### src/rtl/bank_access_scheduler_pkg.sv
// Shared types and default geometry for the bank access scheduler.
package bank_access_scheduler_pkg;
    localparam int DEFAULT_SIZE = 8;
    localparam int DEFAULT_K    = 4;

    typedef enum logic [1:0] {
        IDLE  = 2'd0,
        ISSUE = 2'd1,
        DONE  = 2'd2
    } state_t;
endpackage

### src/rtl/bank_access_scheduler_picker.sv
// rr_bank_picker: combinational round-robin grant of pending requesters,
// one requester per bank per cycle, scanning from rr_ptr.
module rr_bank_picker
    import bank_access_scheduler_pkg::*;
#(
    parameter int SIZE = DEFAULT_SIZE,
    parameter int K    = DEFAULT_K,
    parameter int BIT  = $clog2(SIZE),
    parameter int PW   = (K > 1) ? $clog2(K) : 1
) (
    input  logic [K-1:0]     pending,
    input  logic [PW-1:0]    rr_ptr,
    input  logic [K*BIT-1:0] addr,
    output logic [K-1:0]     grant,
    output logic [SIZE-1:0]  bank_en
);
    logic [BIT-1:0] addr_arr [K];

    for (genvar i = 0; i < K; i++) begin : g_unpack
        assign addr_arr[i] = addr[BIT*i +: BIT];
    end

    // bank_en doubles as the "bank already claimed this cycle" mask
    always_comb begin
        logic [PW-1:0]   idx;
        logic [SIZE-1:0] onehot;
        idx     = '0;
        onehot  = '0;
        grant   = '0;
        bank_en = '0;
        for (int j = 0; j < K; j++) begin
            idx    = PW'((int'(rr_ptr) + j) % K);
            onehot = SIZE'(1) << addr_arr[idx];
            if (pending[idx] && (onehot != '0) && ((bank_en & onehot) == '0)) begin
                grant[idx] = 1'b1;
                bank_en    = bank_en | onehot;
            end
        end
    end
endmodule

### src/rtl/bank_access_scheduler.sv
// Batch bank access scheduler: captures K bank addresses and issues them
// over as few cycles as bank conflicts allow, round-robin across batches.
//
//   state | meaning
//   IDLE  | waiting for start, ready=1
//   ISSUE | granting pending requesters, busy=1
//   DONE  | one-cycle completion pulse, done=1
module bank_access_scheduler
    import bank_access_scheduler_pkg::*;
#(
    parameter int SIZE = DEFAULT_SIZE,
    parameter int K    = DEFAULT_K,
    parameter int BIT  = $clog2(SIZE)
) (
    input  logic             clk,
    input  logic             rst,
    input  logic             start,
    input  logic [K*BIT-1:0] generated_addr,
    output logic             ready,
    output logic             busy,
    output logic [SIZE-1:0]  bank_en,
    output logic [K-1:0]     grant,
    output logic [K-1:0]     dropped,
    output logic             done
);
    localparam int PW = (K > 1) ? $clog2(K) : 1;

    state_t           state;
    logic [K-1:0]     pending;
    logic [K-1:0]     pending_left;
    logic [K-1:0]     in_valid;
    logic [PW-1:0]    rr_ptr;
    logic [PW-1:0]    rr_next;
    logic [K*BIT-1:0] addr_q;

    for (genvar i = 0; i < K; i++) begin : g_valid
        assign in_valid[i] = {1'b0, generated_addr[BIT*i +: BIT]} < (BIT+1)'(SIZE);
    end

    rr_bank_picker #(
        .SIZE (SIZE),
        .K    (K),
        .BIT  (BIT),
        .PW   (PW)
    ) u_picker (
        .pending (pending & {K{state == ISSUE}}),
        .rr_ptr  (rr_ptr),
        .addr    (addr_q),
        .grant   (grant),
        .bank_en (bank_en)
    );

    assign pending_left = pending & ~grant;
    assign rr_next      = (rr_ptr == PW'(K-1)) ? '0 : rr_ptr + PW'(1);

    always_ff @(posedge clk) begin
        if (rst) begin
            state   <= IDLE;
            pending <= '0;
            dropped <= '0;
            rr_ptr  <= '0;
            addr_q  <= '0;
            ready   <= 1'b1;
            busy    <= 1'b0;
            done    <= 1'b0;
        end else begin
            case (state)
                IDLE: begin
                    if (start) begin
                        addr_q  <= generated_addr;
                        pending <= in_valid;
                        dropped <= ~in_valid;
                        ready   <= 1'b0;
                        if (|in_valid) begin
                            state <= ISSUE;
                            busy  <= 1'b1;
                        end else begin
                            state <= DONE;
                            done  <= 1'b1;
                        end
                    end
                end
                ISSUE: begin
                    pending <= pending_left;
                    rr_ptr  <= rr_next;
                    if (pending_left == '0) begin
                        state <= DONE;
                        busy  <= 1'b0;
                        done  <= 1'b1;
                    end
                end
                DONE: begin
                    state <= IDLE;
                    done  <= 1'b0;
                    ready <= 1'b1;
                end
                default: begin
                    state   <= IDLE;
                    pending <= '0;
                    ready   <= 1'b1;
                    busy    <= 1'b0;
                    done    <= 1'b0;
                end
            endcase
        end
    end
endmodule

### config.mk
export PLATFORM = sky130hd
export DESIGN_NAME = bank_access_scheduler
export DESIGN_NICKNAME = d
export VERILOG_FILES = /design/src/rtl/bank_access_scheduler_pkg.sv /design/src/rtl/bank_access_scheduler_picker.sv /design/src/rtl/bank_access_scheduler.sv
export SDC_FILE = /design/constraint.sdc
export NUM_CORES = 1
export LEC_CHECK = 0
export ABC_AREA = 1
export CAP_MARGIN = 20
export CORE_AREA = 2 2 73 75
export CTS_CLUSTER_SIZE = 16
export DETAILED_ROUTE_END_ITERATION = 8
export DIE_AREA = 0 0 75 77
export GPL_TIMING_DRIVEN = 0
export PLACE_DENSITY = 0.74
export SYNTH_ARGS = -nofsm -noshare
export SYNTH_HDL_FRONTEND = slang
export SYNTH_HIERARCHICAL = 1
export SYNTH_SLANG_ARGS = --single-unit
export TNS_END_PERCENT = 100
### constraint.sdc
create_clock -name clk -period 4.35 [get_ports clk]
set_clock_uncertainty 0.2 [all_clocks]
set_input_delay 0.87 -clock clk [delete_from_list [all_inputs] [get_ports clk]]
set_output_delay 0.87 -clock clk [all_outputs]
set_load 0.02 [all_outputs]
==> reports/metrics.cfg, run 1 <==
[sta]
rsz0062_at_grt = yes
slew_headroom = 0.531
worst_slack_ns = -0.120
hold_ws_ns = 0.259
worstMarginPinSlew_ns = 0.697
min_period_ns = 4.47
setup_viol = 13
fmax_mhz = 224
fin_crit_sh = 1.03
slew_viol_final = 0
hold_viol = 0

[floorplan]
coreArea_sq_mm = 0.00498
die_x_um = 75
die_area_sq_mm = 0.00578
start_util = 0.488
die_y_um = 77
rows = 26
ioPinCount = 34

[yosys]
yosys-top-cells-area = nand2_1 24%, dfxtp_1 19%, inv_1 10%
synth_flop_cell = dfxtp_1
synth_top_area_frac = 0.239
seq_area_frac_synth = 0.189
syn_inst = 450
yosysTopAreaCell = nand2_1
synth_edf_count = 0
synth_warnings = 6
syn_area_sq_mm = 0.00243
ys_ff_latch = 23
async_reset_ff_frac = 0
synth.avg_cell_area_sq_um = 5.40
yosysUniqueCellTypes = 25

[global_route]
antenna_found_initial = 0
grt_pass1_wl_um = 11200
grt_pass1_vias = 2653
grt_usage = 0.239
grt_max_degree = 13
grt-ovfl-total = 0

[cts]
cts_root_buffer = clkbuf_8
cts.htree.levels = 1
clockBufferDepth = 2
path_clk_slew_ns = 0.07
cts_buffers = 3
cts_tree = done
clock_latency_ns = 0.27
clock_sinks = 23

[place]
io_buffers = 29
place_congestion = 0.914
dp_hpwl_um = 4810
dpl_cell_area_sq_mm = 0.00282

[critical_path]
max_stage_delay_ns = 0.35
critPathCaptureType = primary output
worstSetupPathType = reg -> out
arrival_ns = 3.40
cpMostUsedCell = nor2_4
crit_path_start_kind = register
crit_fanout = 8
slowest_stage = dfxtp_2
critPathRequiredTime_ns = 3.28

[cells_and_area]
nets = 553
stdcell_area_sq_mm = 0.00362
final_common_cell = nand2_1
mostFrequentLayoutCells = 112 x nand2_1, 59 x inv_1, 49 x nor2_1
area_delta_synth_final_pct = 49.0
n_antenna_cell = 0
fillers = 423
drive_gt1_frac = 0.355
final_util = 0.728

[route]
drc = 0
dr_total_vias = 3062
drt_iter0_drc = 175
final_antenna_net_count = 0
first_pass_iters = 5
wire_per_inst_um = 12.3
routed_via_density = 5.09
wirelength_um = 7410

[job]
maxCapViolCount = 0

[hold_path]
worstHoldPathType = reg -> reg

[power]
leakagePower_uw = 0.00173
vdd_ir_drop_max_mv = 0.272
power_density_mw_per_mm2 = 362

[outcome]
violations = setup timing
status = complete, but fails checks

-- logic make-up after synthesis --
family                   after synthesis  synth area share
AND/OR/NAND/NOR                      288             0.523
buffers and inverters                 88             0.158
AO/OA/AOI/OAI                         45             0.102
flip-flops                            23             0.189
adder cells (fa/ha/maj)                5            0.0257
other                                  1           0.00154
-- power breakdown --
group	leakage, uW	total, uW	internal (uW)	switching, uW
Combinational	0.00152	922	379	542
Clock	0.0000228	131	65.5	65.1
Sequential	0.000192	260	238	21.9
Total	0.00173	1310	683	630
-- worst paths after layout --
check	slack, ns	startpoint	endpoint	cells after the start
setup reg to reg	0	state[0]$_SDFFE_PP0P_	state[0]$_SDFFE_PP0P_	38
setup / recovery	-0.12	state[0]$_SDFFE_PP0P_	bank_en[6]	28
hold reg to reg	0.26	state[0]$_SDFFE_PP0P_	busy$_SDFFE_PP0P_	1
hold / removal	0.26	state[0]$_SDFFE_PP0P_	busy$_SDFFE_PP0P_	1
-- synthesized netlist by cell type (2+ instances only) --
cell type  number
a21oi_1        10
buf_2           6
buf_4           7
buf_6           2
clkbuf_2        2
dfxtp_1        23
ha_1            5
inv_1          66
inv_2           4
nand2_1       155
nand2_2         5
nand3_1        38
nand4_1        13
nor2_1         62
nor2_2          2
nor2_4          9
o21ai_0        29
o221ai_1        4
or2_2           2
-- through the flow --
step | instances | setup WS (ns) | total power (uW) | TNS (ns)
after global routing | 602 | -0.319 | 1410 | -4.42
after detailed placement | 552 | -0.969 | 883 | -11.21
after CTS | 590 | -0.152 | 1200 | -1.40
after global placement | 552 | -0.926 | 874 | -10.57
after floorplan | 453 | 0.128 | 708 | 0
final | 602 | -0.120 | 1310 | -0.910
-- sequential cells by signal, indices dropped and copies added (netlist names) --
register / count
busy: 1
state: 2
done: 1
rr_ptr: 2
addr_q: 12
pending: 4
ready: 1
-- layer usage --
layer | up-vias | global-route usage | share of wire
met4 | 0 | 0.0875 | 0.020
met2 | 93 | 0.427 | 0.53
li1 | 1563 | - | -
met1 | 1394 | 0.291 | 0.41
met3 | 12 | 0.0145 | 0.035
met5 | - | 0 | 0
-- cell type report --
cell class	instances	area [sq um]	area share
Buffer	15	131	0.0363
Clock buffer	4	45.0	0.0124
Inverter	71	285	0.0788
Multi-Input combinational cell	344	1940	0.536
Sequential cell	23	469	0.130
Tap cell	70	87.6	0.0242
Timing Repair Buffer	75	662	0.183
-- critical path: cells and delay by family, from the launching register on --
family,cells,cell delay [ns]
flops,1,0.35
simple gates,21,2.06
buf+inv,7,0.70
-- timing repair --
action | CTS | global route
cloned | 3 | 2
pin swaps | 41 | 45
setup endpoints to repair | 15 | 17
hold buffers | 0 | 0
buffers inserted | 31 | 12
gates resized for setup | 134 | 67
Note: power is estimated with default switching activity, not from simulation.
==> inputs of run 2 (changes only) <==
Settings changed: SLEW_MARGIN set to 30.
==> results of run 2 <==
The final DEF is identical to that of run 1; final timing and power are the same.
==> inputs of run 3 (changes only) <==
Settings changed: CTS_CLUSTER_DIAMETER set to 150.
==> results of run 3 <==
The final DEF is identical to that of run 1; final timing and power are the same.
